**src/rtl/fpdsp_pkg.sv**
```systemverilog
// Shared types and DSP48E1 control constants for the iterative FP sequencer.
//   state_t : sequencer states
//   op_t    : operation codes as presented on the operation port
//   OPM_*/ALU_*/INM_* : DSP48E1 control words driven on each pass
package fpdsp_pkg;

    typedef enum logic [2:0] {
        ST_IDLE  = 3'd0,
        ST_PRE   = 3'd1,
        ST_ALIGN = 3'd2,
        ST_ARITH = 3'd3,
        ST_RND   = 3'd4,
        ST_WAIT  = 3'd5,
        ST_DONE  = 3'd6
    } state_t;

    typedef enum logic [1:0] {
        OP_ADD = 2'b00,
        OP_SUB = 2'b01,
        OP_MUL = 2'b10,
        OP_ILL = 2'b11
    } op_t;

    localparam logic [6:0] OPM_NONE = 7'b0000000;
    localparam logic [6:0] OPM_MUL  = 7'b0000101;  // A*B (align shift done as a multiply)
    localparam logic [6:0] OPM_CADD = 7'b0110011;  // C + A:B
    localparam logic [6:0] OPM_RND  = 7'b0100010;  // P + P-path, carry-in adds the round bit

    localparam logic [3:0] ALU_ADD  = 4'b0000;
    localparam logic [3:0] ALU_SUB  = 4'b0011;

    localparam logic [4:0] INM_DEF  = 5'b00000;

    // True for the single-cycle states that clock the DSP.
    function automatic logic is_issue(input state_t s);
        return (s == ST_ALIGN) || (s == ST_ARITH) || (s == ST_RND);
    endfunction

endpackage

```
**src/rtl/fpdsp_wait_ctr.sv**
```systemverilog
// Loadable down-counter that times out the DSP pipeline after each issue.
//   clk, rst    : clock, synchronous active-high reset
//   load_i      : load load_val_i (takes priority over dec_i)
//   dec_i       : decrement by one, holding at zero
//   load_val_i  : value loaded on load_i
//   zero_c      : combinational flag, counter equals zero
module fpdsp_wait_ctr #(
    parameter int unsigned WIDTH = 2
) (
    input  logic             clk,
    input  logic             rst,
    input  logic             load_i,
    input  logic             dec_i,
    input  logic [WIDTH-1:0] load_val_i,
    output logic             zero_c
);

    logic [WIDTH-1:0] cnt_q;
    logic [WIDTH-1:0] cnt_d;

    // Next count: load wins, decrement saturates at zero.
    always_comb begin
        cnt_d = cnt_q;
        if (load_i) begin
            cnt_d = load_val_i;
        end else if (dec_i && (cnt_q != '0)) begin
            cnt_d = cnt_q - WIDTH'(1);
        end
    end

    always_ff @(posedge clk) begin
        if (rst) begin
            cnt_q <= '0;
        end else begin
            cnt_q <= cnt_d;
        end
    end

    assign zero_c = (cnt_q == '0);

endmodule

```
**src/rtl/fpdsp_seq_ctrl.sv**
```systemverilog
// Micro-sequencer for the single-DSP48E1 floating-point add/sub/mul unit.
// Steps the DSP through align, arithmetic and round passes, waiting out the
// pipeline after each, then pulses result_valid with the result-mux select.
//   clk, rst      : clock, synchronous active-high reset
//   run           : start request, accepted only while ready
//   operation     : 00 add, 01 sub, 10 mul, 11 illegal
//   shift_det     : prealign says an align pass is needed (add/sub only)
//   input_exc     : prealign exception flags, non-zero forces early exit
//   round_up      : round decision, sampled on the last wait before RND
//   opmode/alumode/inmode/carryin : DSP48E1 control words
//   ce_dsp        : DSP clock enable, high on issue cycles only
//   res_load      : 1 selects DSP result, 0 the forwarded/exception path
//   ready, busy   : idle-and-accepting / operation in flight
//   result_valid  : one-cycle completion pulse
//   illegal_op    : pulses with result_valid for operation 11
module fpdsp_seq_ctrl
    import fpdsp_pkg::*;
#(
    parameter int unsigned DSP_LAT = 3,
    parameter int unsigned EXC_W   = 4
) (
    input  logic             clk,
    input  logic             rst,
    input  logic             run,
    input  logic [1:0]       operation,
    input  logic             shift_det,
    input  logic [EXC_W-1:0] input_exc,
    input  logic             round_up,
    output logic [6:0]       opmode,
    output logic [3:0]       alumode,
    output logic [4:0]       inmode,
    output logic             carryin,
    output logic             ce_dsp,
    output logic             res_load,
    output logic             ready,
    output logic             busy,
    output logic             result_valid,
    output logic             illegal_op
);

    localparam int unsigned CNT_W = $clog2(DSP_LAT + 1);

    state_t     state_q, state_d;
    state_t     pass_q,  pass_d;     // pass to enter when the current wait expires
    op_t        op_q,    op_d;
    logic       exc_q,   exc_d;      // early-exit path taken for this operation

    logic [6:0] opmode_q,  opmode_d;
    logic [3:0] alumode_q, alumode_d;
    logic [4:0] inmode_q,  inmode_d;
    logic       carryin_q, carryin_d;
    logic       ce_q,      ce_d;
    logic       res_load_q, res_load_d;
    logic       ready_q,   ready_d;
    logic       busy_q,    busy_d;
    logic       valid_q,   valid_d;
    logic       ill_q,     ill_d;

    logic       ctr_load;
    logic       ctr_dec;
    logic       ctr_zero_c;

    fpdsp_wait_ctr #(
        .WIDTH (CNT_W)
    ) u_wait_ctr (
        .clk        (clk),
        .rst        (rst),
        .load_i     (ctr_load),
        .dec_i      (ctr_dec),
        .load_val_i (CNT_W'(DSP_LAT - 1)),
        .zero_c     (ctr_zero_c)
    );

    // Next-state logic, then registered outputs decoded from the next state so
    // every output lines up with the state it belongs to.
    always_comb begin
        state_d    = state_q;
        pass_d     = pass_q;
        op_d       = op_q;
        exc_d      = exc_q;
        opmode_d   = opmode_q;
        alumode_d  = alumode_q;
        inmode_d   = inmode_q;
        carryin_d  = carryin_q;
        ce_d       = 1'b0;
        res_load_d = 1'b0;
        valid_d    = 1'b0;
        ill_d      = 1'b0;
        ctr_load   = 1'b0;
        ctr_dec    = 1'b0;

        unique case (state_q)
            ST_IDLE: begin
                if (run) begin
                    op_d    = op_t'(operation);
                    state_d = ST_PRE;
                end
            end
            ST_PRE: begin
                if ((input_exc != '0) || (op_q == OP_ILL)) begin
                    exc_d   = 1'b1;
                    state_d = ST_DONE;
                end else begin
                    exc_d   = 1'b0;
                    state_d = ((op_q != OP_MUL) && shift_det) ? ST_ALIGN : ST_ARITH;
                end
            end
            ST_ALIGN: begin
                ctr_load = 1'b1;
                pass_d   = ST_ARITH;
                state_d  = ST_WAIT;
            end
            ST_ARITH: begin
                ctr_load = 1'b1;
                pass_d   = ST_RND;
                state_d  = ST_WAIT;
            end
            ST_RND: begin
                ctr_load = 1'b1;
                pass_d   = ST_DONE;
                state_d  = ST_WAIT;
            end
            ST_WAIT: begin
                if (ctr_zero_c) begin
                    state_d = pass_q;
                end else begin
                    ctr_dec = 1'b1;
                end
            end
            ST_DONE: begin
                state_d = ST_IDLE;
            end
            default: begin
                state_d = ST_IDLE;
            end
        endcase

        // Output decode for the state being entered.
        unique case (state_d)
            ST_ALIGN: begin
                ce_d      = 1'b1;
                opmode_d  = OPM_MUL;
                alumode_d = ALU_ADD;
                inmode_d  = INM_DEF;
                carryin_d = 1'b0;
            end
            ST_ARITH: begin
                ce_d      = 1'b1;
                opmode_d  = (op_q == OP_MUL) ? OPM_MUL : OPM_CADD;
                alumode_d = (op_q == OP_SUB) ? ALU_SUB : ALU_ADD;
                inmode_d  = INM_DEF;
                carryin_d = 1'b0;
            end
            ST_RND: begin
                // Entered only from the last wait cycle, so round_up is sampled there.
                ce_d      = 1'b1;
                opmode_d  = OPM_RND;
                alumode_d = ALU_ADD;
                inmode_d  = INM_DEF;
                carryin_d = round_up;
            end
            ST_DONE: begin
                valid_d    = 1'b1;
                res_load_d = ~exc_d;
                ill_d      = (op_q == OP_ILL);
            end
            default: begin
            end
        endcase

        ready_d = (state_d == ST_IDLE);
        busy_d  = (state_d != ST_IDLE) && (state_d != ST_DONE);
    end

    always_ff @(posedge clk) begin
        if (rst) begin
            state_q    <= ST_IDLE;
            pass_q     <= ST_IDLE;
            op_q       <= OP_ADD;
            exc_q      <= 1'b0;
            opmode_q   <= OPM_NONE;
            alumode_q  <= ALU_ADD;
            inmode_q   <= INM_DEF;
            carryin_q  <= 1'b0;
            ce_q       <= 1'b0;
            res_load_q <= 1'b0;
            ready_q    <= 1'b1;
            busy_q     <= 1'b0;
            valid_q    <= 1'b0;
            ill_q      <= 1'b0;
        end else begin
            state_q    <= state_d;
            pass_q     <= pass_d;
            op_q       <= op_d;
            exc_q      <= exc_d;
            opmode_q   <= opmode_d;
            alumode_q  <= alumode_d;
            inmode_q   <= inmode_d;
            carryin_q  <= carryin_d;
            ce_q       <= ce_d;
            res_load_q <= res_load_d;
            ready_q    <= ready_d;
            busy_q     <= busy_d;
            valid_q    <= valid_d;
            ill_q      <= ill_d;
        end
    end

    assign opmode       = opmode_q;
    assign alumode      = alumode_q;
    assign inmode       = inmode_q;
    assign carryin      = carryin_q;
    assign ce_dsp       = ce_q;
    assign res_load     = res_load_q;
    assign ready        = ready_q;
    assign busy         = busy_q;
    assign result_valid = valid_q;
    assign illegal_op   = ill_q;

endmodule

```
**config.mk**
```make
export PLATFORM = sky130hd
export DESIGN_NAME = fpdsp_seq_ctrl
export DESIGN_NICKNAME = d
export VERILOG_FILES = /design/src/rtl/fpdsp_pkg.sv /design/src/rtl/fpdsp_wait_ctr.sv /design/src/rtl/fpdsp_seq_ctrl.sv
export SDC_FILE = /design/constraint.sdc
export NUM_CORES = 1
export LEC_CHECK = 0
export CAP_MARGIN = 10
export CORE_MARGIN = 2
export CORE_UTILIZATION = 40
export CTS_BUF_LIST = sky130_fd_sc_hd__clkbuf_2
export DETAILED_ROUTE_END_ITERATION = 16
export GPL_TIMING_DRIVEN = 0
export MAX_ROUTING_LAYER = met4
export PLACE_DENSITY = 0.69
export SKIP_LAST_GASP = 1
export SLEW_MARGIN = 20
export SYNTH_ARGS = -nofsm -noshare
export SYNTH_HDL_FRONTEND = slang
export SYNTH_SLANG_ARGS = --single-unit
```
**constraint.sdc**
```tcl
create_clock -name clk -period 2.6 [get_ports clk]
set_input_delay 0.39 -clock clk [delete_from_list [all_inputs] [get_ports clk]]
set_output_delay 0.39 -clock clk [all_outputs]
set_load 0.05 [all_outputs]
```
### Yosys cells after proc, flatten, opt, wreduce, memory -nomap -nowiden

Index checks and enable logic that the tools add are counted.

| word-level totals | value |
|---|---|
| output and inout bits | 23 |
| bits of input ports | 11 |
| register bits | 29 |

| cells by class | value |
|---|---|
| equal/unequal tests | 14 |
| bitwise operators | 2 |
| reduce and logical (&&, ||, !) cells | 22 |
| add/subtract/negate cells | 1 |
| mux-type cells | 20 |

Operators by type and width:

| operator | number |
|---|---|
| 7-bit case mux with 3 select lines | 1 |
| 3-bit by 2-bit == test with 1-bit output (second input constant) | 4 |
| 3-bit == test (second input constant) | 4 |
| 3-bit case mux with 4 select lines | 1 |
| 3-bit two-way mux | 3 |
| 3-bit case mux with 3 select lines | 1 |
| 3-bit nonzero test | 3 |
| 1-bit two-way mux | 8 |
| 4-bit case mux with 2 select lines | 1 |
| 2-bit nonzero test | 4 |
| 2-bit OR reduction | 4 |
| 3-bit zero test | 2 |
| 2-bit two-way mux | 3 |
| 6-bit two-way mux | 1 |
| 3-bit OR reduction | 2 |
| 2-bit == test (second input constant) | 2 |
| 4-bit nonzero test | 1 |
| 3-bit by 1-bit == test with 1-bit output (second input constant) | 1 |
| 1-bit logical AND | 3 |
| 3-bit inequality test (second input constant) | 1 |
| 2-bit by 1-bit == test with 1-bit output (second input constant) | 1 |
| 2-bit zero test | 1 |
| 2-bit inequality test (second input constant) | 1 |
| 1-bit NOT | 2 |
| other kinds (4) | 4 |

### Longest topological paths before layout

Gate-level depths: netlist of the first run.

| depth | value |
|---|---|
| depth in word-level cells | 8 |
| mapped depth | 6 |
| gate-level depth less buffers | 6 |

### Modules after synthesis

Synthesis of the first run repeated with hierarchy kept, for this count alone.

| unflattened totals | value |
|---|---|
| cells, all modules | 132 |
| area, all modules | 1214.9 um2 |

By module, submodules not included:

| module | area each (um2) | times used | seq. area each (um2) | cells an instance |
|---|---|---|---|---|
| fpdsp_seq_ctrl | 1088.5 | 1 | 420.4 | 118 |
| fpdsp_wait_ctr | 126.4 | 1 | 40.0 | 14 |

### Worst setup path after synthesis of the first run

OpenSTA, ideal clock, no wires.

| timing | value |
|---|---|
| path type | register to register |
| start | register u_wait_ctr.cnt_q[0] |
| end | register alumode_q[0] (netlist: alumode[0]) |
| setup time | 0.092 ns |
| buffers on the path | 0 |
| data arrival time | 1.430 ns |
| data required time | 2.508 ns |
| cell stages (with the launch flop) | 7 |
| path slack | 1.078 ns |
| cell sequence | dfxtp_1 -> inv_1 -> ha_1 -> nand3b_1 -> a21o_1 -> or4b_1 -> o32ai_1 |

| between the ends | value |
|---|---|
| longest elaborated chain between the ends | 6 |
| elaborated cells between the ends (all ways) | 9 |
| classes of those cells | eq/ne: 3; mux: 3; reduce/logical: 3 |

Ends and longest elaborated chain:

| what | line | text |
|---|---|---|
| start: declaration | fpdsp_wait_ctr.sv:18 | `logic [WIDTH-1:0] cnt_q;` |
| start signal: assignment | fpdsp_wait_ctr.sv:35 | `cnt_q <= cnt_d;` |
| 2-bit zero test (*) | fpdsp_wait_ctr.sv:39 | `assign zero_c = (cnt_q == '0);` |
| 3-bit two-way mux (*) | fpdsp_seq_ctrl.sv:124 | `if (ctr_zero_c) begin` |
| 3-bit case mux with 4 select lines (*) | fpdsp_seq_ctrl.sv:92 | `unique case (state_q)` |
| 3-bit == test or 3-bit by 2-bit == test with 1-bit output (tied branches) | fpdsp_seq_ctrl.sv:139 | `unique case (state_d)` |
| 2-bit OR reduction (no source line) | - |  |
| 4-bit case mux with 2 select lines or 2-bit nonzero test (tied branches) | - |  |
| end signal: assignment | fpdsp_seq_ctrl.sv:197 | `alumode_q <= alumode_d;` |
| end: declaration | fpdsp_seq_ctrl.sv:49 | `logic [3:0] alumode_q, alumode_d;` |

Mark *: on every way between the ends. The rest lies on a longest branch, timed or not. The select of a mux whose other input is x is not followed.
A chain may end at the register's enable or synchronous reset.

==> impl_metrics.yaml, run 1 <==
outcome:
  status: "completed"
floorplanning:
  io_pins: 34
  die_x_um: 58.20
  die_y_um: 58.20
  start_util_pct: 42.24
  dieArea_um2: 3387
  core_um2: 2781
  num_rows: 19
route:
  wl_met3_um: 105
  drt_iter0_drc: 11
  via_per_inst: 5.055
  wl_met2_um: 1161
  wl_um: 2433
  top_layer: "met4"
  firstDrtPassIters: 6
  post_drt_wl_per_cell_um: 12.10
  drc: 0
  met1_length_um: 1113
  drtAntennaViolNets: 0
  vias: 1016
global_routing:
  grt_pass1_wl_um: 4119
  grt_max_degree: 13
  grt_remaining_overflow: 0
  grt_pass1_vias: 973
  grt_util_all_layers_pct: 16.07
  antenna_found_initial: 0
place:
  io_buffers: 24
  dp_hpwl_um: 1897
  gp_congestion: 0.8538
  dp.cells: 197
logic_synthesis:
  async_flop_share_pct: 0
  synth_cells: 134
  synth-edff-count: 0
  ys_ff_latch: 23
  ys_warn_count: 0
  ys.flop_type: "dfxtp_1"
  synth_area_per_cell_um2: 8.768
  ys_types: 44
  synth_area_um2: 1175
  synth_seq_area_share_pct: 39.19
final_layout:
  n_fill_cell: 273
  final_cells: 201
  final_common_cell: "clkdlybuf4s50_1"
  mostFrequentLayoutCells: "clkdlybuf4s50_1 (24), dfxtp_1 (23), nor2_1 (15)"
  syn_to_final_growth_pct: 28.01
  drive_gt1_share_pct: 14.71
  nets: 183
  antenna_cells: 0
  post-route-util_pct: 54.07
critical_path:
  path_cells: "buf_4 -> clkdlybuf4s50_1"
  crit_path_max_fanout: 3
  end_kind: "output pin"
  cp.required_ns: 2.21
  regToRegSetupSlack_ns: 0.81
  slowest_delay_ns: 0.78
  critPathLaunchType: "flop"
  critPathKind: "flop to output pin"
  critPathSlowestCell: "clkdlybuf4s50_1"
  arrival_ns: 1.61
pwr:
  total_power_mw: 1.602
  p_leak_nw: 0.6038
  peakVddDrop_mv: 0.6491
  p_per_area_nw_per_um2: 1065
cts:
  clk_latency_ns: 0.33
  cts_setup_buffers: 0
  clock-sinks: 23
  cts_made_buffers: 3
  htreeDepth: 1
  cts_tree: "done"
  cts_hold_buf: 0
  clock_path_buffers: 2
  cts.clk_slew.worst_paths_ns: 0.20
  post_cts_resized: 0
  cts-root-buf: "clkbuf_2"
sta:
  finalSetupTns_ns: 0
  rsz0062_at_grt: "no"
  min_period_over_period_pct: 76.86
  drv_slew: 0
  tightest_slew_ns: 0.5696
  relSlewSlack_pct: 61.71
  finClkSkew_ns: 0.005365
  period_needed_ns: 1.998
  setup_viol: 0
  timing.fmax_mhz: 500.4
  whs_ns: 0.5012
  finalHoldViolCount: 0
run:
  max_cap_viol_count: 0
worst_hold_path:
  hold_class: "flop to flop"
layout make-up:
type | count | area (µm²) | area share, %
flip-flops and latches | 23 | 460.4 | 30.62
repair buffers | 24 | 240.2 | 15.97
plain buffers | 17 | 121.4 | 8.070
well taps | 31 | 38.79 | 2.579
inverters | 5 | 18.77 | 1.248
multi-input cells | 97 | 604.3 | 40.18
clock buffers | 4 | 20.02 | 1.331
final timing paths:
path                                           end  depth (start not counted)                        startpoint
hold reg to reg   u_wait_ctr.cnt_q[1]$_SDFFE_PP0P_                          2  u_wait_ctr.cnt_q[1]$_SDFFE_PP0P_
setup reg to reg            opmode[2]$_SDFFE_PP0P_                          6  u_wait_ctr.cnt_q[0]$_SDFFE_PP0P_
hold / removal    u_wait_ctr.cnt_q[1]$_SDFFE_PP0P_                          2  u_wait_ctr.cnt_q[1]$_SDFFE_PP0P_
setup / recovery                        alumode[1]                          2           alumode[0]$_SDFFE_PP0P_
worst max-delay path, delay by kind of cell (launching register included):
| kind | cells | cell delay [ns] |
|---|---|---|
| buf+inv | 2 | 0.89 |
| flops | 1 | 0.39 |
per-layer routing:
layer | up-vias | track usage (%)
met5 | - | -
met4 | 0 | 7.973
met3 | 5 | 1.563
met2 | 28 | 27.44
met1 | 457 | 18.73
li1 | 526 | -
state kept, by name (all words and copies together) (netlist names):
name,cells
carryin,1
state_q,3
res_load,1
u_wait_ctr.cnt_q,2
result_valid,1
alumode,1
op_q,2
opmode,4
illegal_op,1
pass_q,3
exc_q,1
ce_dsp,1
ready,1
busy,1
cell families (layout without fill, tap and decap cells):
family,after synthesis,after routing,share of synthesized area [%]
AOI/OAI and AO/OA,37,37,22.90
adders and majority gates,1,1,1.065
buffers and inverters,22,50,11.93
DFF,23,23,39.19
muxes,2,2,1.704
other,1,9,0.3192
and+or+nand+nor,48,48,22.90
metrics by stage:
step | instance area [µm²] | worst slack [ns]
6_report | 1504 | 0.6017
3_3_place_gp | 1484 | 0.5979
3_5_place_dp | 1484 | 0.5555
5_1_grt | 1504 | 0.4987
2_1_floorplan | 1205 | 1.078
4_1_cts | 1504 | 0.5781
Yosys cell counts (3+ instances only):
library cell,n,share of area [%]
nor2b_1,4,2.1
nor2_1,15,4.8
a21o_1,3,1.9
buf_4,11,7.0
o21ai_0,3,1.3
a21oi_1,13,5.5
nand2_1,9,2.9
inv_1,5,1.6
o211ai_1,3,1.9
nand2b_1,4,2.1
dfxtp_1,23,39
power breakdown:
group | switching [mW] | total, mW | leakage, nW | internal (mW)
Clock | 0.103 | 0.143 | 0.0166 | 0.0407
Sequential | 0.0674 | 0.522 | 0.188 | 0.454
Combinational | 0.567 | 0.937 | 0.399 | 0.370
Total | 0.737 | 1.60 | 0.604 | 0.865
(Power assumes the default switching activity.)
==> run 2: changes to the inputs <==
--- a/config.mk
+++ b/config.mk
@@ -12,7 +12,7 @@
 export DETAILED_ROUTE_END_ITERATION = 16
 export GPL_TIMING_DRIVEN = 0
 export MAX_ROUTING_LAYER = met4
-export PLACE_DENSITY = 0.69
+export PLACE_DENSITY = 0.72
 export SKIP_LAST_GASP = 1
 export SLEW_MARGIN = 20
 export SYNTH_ARGS = -nofsm -noshare
==> constraint.sdc (replaced) <==
create_clock -name clk -period 1.7 [get_ports clk]
set_input_delay 0.255 -clock clk [delete_from_list [all_inputs] [get_ports clk]]
set_output_delay 0.255 -clock clk [all_outputs]
set_load 0.05 [all_outputs]
==> impl_metrics.yaml, run 2 (same netlist as run 1, synthesis figures left out) <==
cts:
  cts_made_buffers: 3
  clock-sinks: 23
  cts.clk_slew.worst_paths_ns: 0.21
  cts_setup_buffers: 0
  clk_latency_ns: 0.33
  cts_tree: "done"
  htreeDepth: 1
  clock_path_buffers: 2
  cts-root-buf: "clkbuf_2"
critical_path:
  end_kind: "flop"
  cp.required_ns: 1.96
  rr_worst_depth: 6
  critPathLaunchType: "flop"
  crit_path_max_fanout: 7
  arrival_ns: 1.89
  critPathKind: "flop to flop"
floorplanning:
  num_rows: 19
  die_y_um: 58.20
  dieArea_um2: 3387
  die_x_um: 58.20
  core_um2: 2781
  io_pins: 34
  start_util_pct: 42.24
route:
  wl_um: 2422
  drtAntennaViolNets: 0
  drt_iter0_drc: 20
  drc: 0
  vias: 1030
  firstDrtPassIters: 4
  via_per_inst: 5.124
  post_drt_wl_per_cell_um: 12.05
sta:
  period_needed_ns: 1.626
  drv_slew: 0
  rsz0062_at_grt: "yes"
  min_period_over_period_pct: 95.64
  tightest_slew_ns: 0.5804
  finalSetupTns_ns: 0
  finalHoldViolCount: 0
  setup_viol: 0
  finClkSkew_ns: 0.01587
  relSlewSlack_pct: 60.98
  timing.fmax_mhz: 615.1
  fin_ws_ns: 0.07414
place:
  gp_congestion: 0.8297
  io_buffers: 24
  placed_area_um2: 1484
  dp_hpwl_um: 1937
  place_ws_ns: -0.1892
run:
  max_cap_viol_count: 0
global_routing:
  grt_util_all_layers_pct: 16.29
  grt_pass1_wl_um: 4195
  grt_pass1_vias: 964
  antenna_found_initial: 0
  grt_remaining_overflow: 0
  grt_max_degree: 14
final_layout:
  antenna_cells: 0
  design_area_um2: 1508
  nets: 183
  syn_to_final_growth_pct: 28.33
  n_fill_cell: 277
  largest_register_ffs: 4
  mostFrequentLayoutCells: "dfxtp_1 (22), nor2_1 (15), a21oi_1 (13), dlygate4sd2_1 (13), buf_4 (11)"
  post-route-util_pct: 54.21
  drive_gt1_share_pct: 16.47
  final_common_cell: "dfxtp_1"
pwr:
  p_per_area_nw_per_um2: 1613
  p_leak_nw: 0.6608
  peakVddDrop_mv: 1.001
outcome:
  status: "completed"
worst_hold_path:
  hold-path-cell-count: 3
  hold_class: "primary input to flop"
-- run 2: changes by cell type in the layout (fill, tap and decap cells not counted) --
cell and delta:
clkdlybuf4s50_1 -14, dlygate4sd2_1 +13, clkbuf_2 -1, clkdlybuf4s15_1 +1, clkinv_2 +1, dfxtp_1 -1, dfxtp_2 +1, ha_1 -1
ha_4 +1, o21ai_0 -1, o21ai_1 +1, o221ai_1 -1, o221ai_2 +1
-- run 2: cell type report --
cell class	instances	area, µm²	share of cell area, %
Clock buffer	3	15.01	0.9958
Buffer	17	121.4	8.050
Clock inverter	1	5.005	0.3319
Inverter	5	18.77	1.245
Timing Repair Buffer	24	224.0	14.85
Sequential cell	23	461.7	30.62
Multi-Input combinational cell	97	623.1	41.33
Tap cell	31	38.79	2.573
-- run 2: worst paths after layout --
path	start	end	slack, ns
max reg2reg	u_wait_ctr.cnt_q[0]$_SDFFE_PP0P_	alumode[0]$_SDFFE_PP0P_	0.07
min reg2reg	u_wait_ctr.cnt_q[1]$_SDFFE_PP0P_	u_wait_ctr.cnt_q[1]$_SDFFE_PP0P_	0.49
max	u_wait_ctr.cnt_q[0]$_SDFFE_PP0P_	alumode[0]$_SDFFE_PP0P_	0.07
min	round_up	carryin$_SDFFE_PP0P_	0.47
-- run 2: metrics by stage --
step / power (mW) / cells / hold slack, ns
after floorplan: 1.895 / 142 / 0.3398
after global placement: 2.199 / 197 / 0.4526
after detailed placement: 2.240 / 197 / 0.4672
after CTS: 2.421 / 201 / 0.4639
after global routing: 2.621 / 201 / 0.4501
final: 2.432 / 201 / 0.4724
-- run 2: where the power goes --
part	switching [mW]	total, mW	internal [mW]
Clock	0.154	0.208	0.0533
Sequential	0.102	0.796	0.694
Combinational	0.884	1.43	0.544
-- run 2: worst max-delay path, cell delays in order (launching register included) --
cell,delay (ns)
dfxtp_2,0.37
inv_1,0.11
ha_4,0.18
nand3b_1,0.09
a21o_1,0.22
or4b_1,0.46
o32ai_1,0.12
-- run 2: layer usage --
layer | GRT usage, % | vias up | part of all wire (%)
li1 | - | 526 | -
met1 | 18.68 | 471 | 43
met2 | 28.25 | 29 | 50
met3 | 3.348 | 4 | 5.4
met4 | 5.316 | 0 | 1.4
met5 | - | - | 0
-- run 2: repair_timing --
item | CTS | global route
setup endpoints to repair | 17 | 2
resized for setup | 17 | 3
hold buffers | 0 | 0
==> run 3: changes to the inputs <==
--- a/config.mk
+++ b/config.mk
@@ -12,7 +12,7 @@
 export DETAILED_ROUTE_END_ITERATION = 16
 export GPL_TIMING_DRIVEN = 0
 export MAX_ROUTING_LAYER = met4
-export PLACE_DENSITY = 0.72
+export PLACE_DENSITY = 0.69
 export SKIP_LAST_GASP = 1
 export SLEW_MARGIN = 20
 export SYNTH_ARGS = -nofsm -noshare
==> constraint.sdc (replaced) <==
create_clock -name clk -period 1.9 [get_ports clk]
set_input_delay 0.285 -clock clk [delete_from_list [all_inputs] [get_ports clk]]
set_output_delay 0.285 -clock clk [all_outputs]
set_load 0.05 [all_outputs]
==> impl_metrics.yaml, run 3 (same netlist as run 1, synthesis figures left out) <==
global_routing:
  grt_pass1_wl_um: 4119
  grt_remaining_overflow: 0
  grt_pass1_vias: 973
  antenna_found_initial: 0
  grt_util_all_layers_pct: 16.07
  grt_max_degree: 13
floorplanning:
  die_x_um: 58.20
  dieArea_um2: 3387
  die_y_um: 58.20
  core_um2: 2781
  start_util_pct: 42.24
  num_rows: 19
  io_pins: 34
critical_path:
  arrival_ns: 1.52
  critPathLaunchType: "flop"
  cp.required_ns: 1.62
  path_cells: "clkdlybuf4s50_1"
  critPathSlowestCell: "clkdlybuf4s50_1"
  crit_path_max_fanout: 2
  end_kind: "output pin"
  crit_family: "buffers and inverters"
  critPathKind: "flop to output pin"
  crit_buf_inv: 1
  slowest_delay_ns: 0.81
final_layout:
  drive_gt1_share_pct: 14.71
  final_cells: 201
  syn_to_final_growth_pct: 28.01
  nets: 183
  mostFrequentLayoutCells: "dfxtp_1 (23), clkdlybuf4s50_1 (21), nor2_1 (15)"
  final_common_cell: "dfxtp_1"
  antenna_cells: 0
  largest_register_ffs: 4
pwr:
  peakVddDrop_mv: 0.8881
  total_power_mw: 2.187
  p_leak_nw: 0.6319
  p_per_area_nw_per_um2: 1454
cts:
  clk_latency_ns: 0.32
  clock-sinks: 23
  cts.clk_slew.worst_paths_ns: 0.20
  cts_setup_buffers: 0
  clock_path_buffers: 2
  cts_made_buffers: 3
  cts_tree: "done"
  cts-root-buf: "clkbuf_2"
  htreeDepth: 1
sta:
  fin_ws_ns: 0.09738
  finalHoldViolCount: 0
  timing.fmax_mhz: 554.7
  min_period_over_period_pct: 94.87
  period_needed_ns: 1.803
  setup_viol: 0
  drv_slew: 0
  relSlewSlack_pct: 61.71
  whs_ns: 0.4830
  tightest_slew_ns: 0.5696
  finClkSkew_ns: 0.003189
  rsz0062_at_grt: "no"
  finalSetupTns_ns: 0
route:
  drt_iter0_drc: 10
  post_drt_wl_per_cell_um: 12.07
  wl_um: 2427
  vias: 1018
  via_per_inst: 5.065
  firstDrtPassIters: 6
  drtAntennaViolNets: 0
  drc: 0
worst_hold_path:
  hold_class: "primary input to flop"
place:
  place_ws_ns: -0.03948
  io_buffers: 24
  gp_congestion: 0.8538
  dp_hpwl_um: 1897
  dp.cells: 197
run:
  max_cap_viol_count: 0
outcome:
  status: "completed"
run 3: per-stage QoR:
stage | util, % | cell area, µm²
global route | 54.07 | 1504
global placement | 53.35 | 1484
detailed placement | 53.35 | 1484
CTS | 53.98 | 1501
finish | 54.07 | 1504
floorplan | - | 1205
run 3: timing repair:
action	in CTS	in global routing
resized for setup	2	2
pin swaps	0	0
cloned	0	0
setup endpoints to repair	2	3
hold buffers	0	0
run 3: per-layer routing:
| metal | routed length, µm | GRT usage (%) |
|---|---|---|
| met1 | 1101 | 18.73 |
| met2 | 1168 | 27.44 |
| met3 | 105 | 1.563 |
| met4 | 53 | 7.973 |
| met5 | 0 | - |
run 3: power breakdown:
group / leakage, nW / internal, mW / total [mW] / switching [mW]
logic: 0.427 / 0.502 / 1.28 / 0.776
clock network: 0.0166 / 0.0557 / 0.195 / 0.140
registers: 0.188 / 0.622 / 0.714 / 0.0922
run 3: worst paths after layout:
check	startpoint	to	slack (ns)	cells past startpoint
max	carryin$_SDFFE_PP0P_	carryin	0.1	1
min	round_up	carryin$_SDFFE_PP0P_	0.48	3
max reg2reg	u_wait_ctr.cnt_q[0]$_SDFFE_PP0P_	opmode[2]$_SDFFE_PP0P_	0.12	6
min reg2reg	u_wait_ctr.cnt_q[1]$_SDFFE_PP0P_	u_wait_ctr.cnt_q[1]$_SDFFE_PP0P_	0.50	2
run 3: final cells by class:
type,instances,area [µm²]
Timing Repair Buffer,24,240.2
Tap cell,31,38.79
Fill cell,274,1277
Multi-Input combinational cell,97,604.3
Inverter,5,18.77
Buffer,17,121.4
Clock buffer,4,20.02
Sequential cell,23,460.4
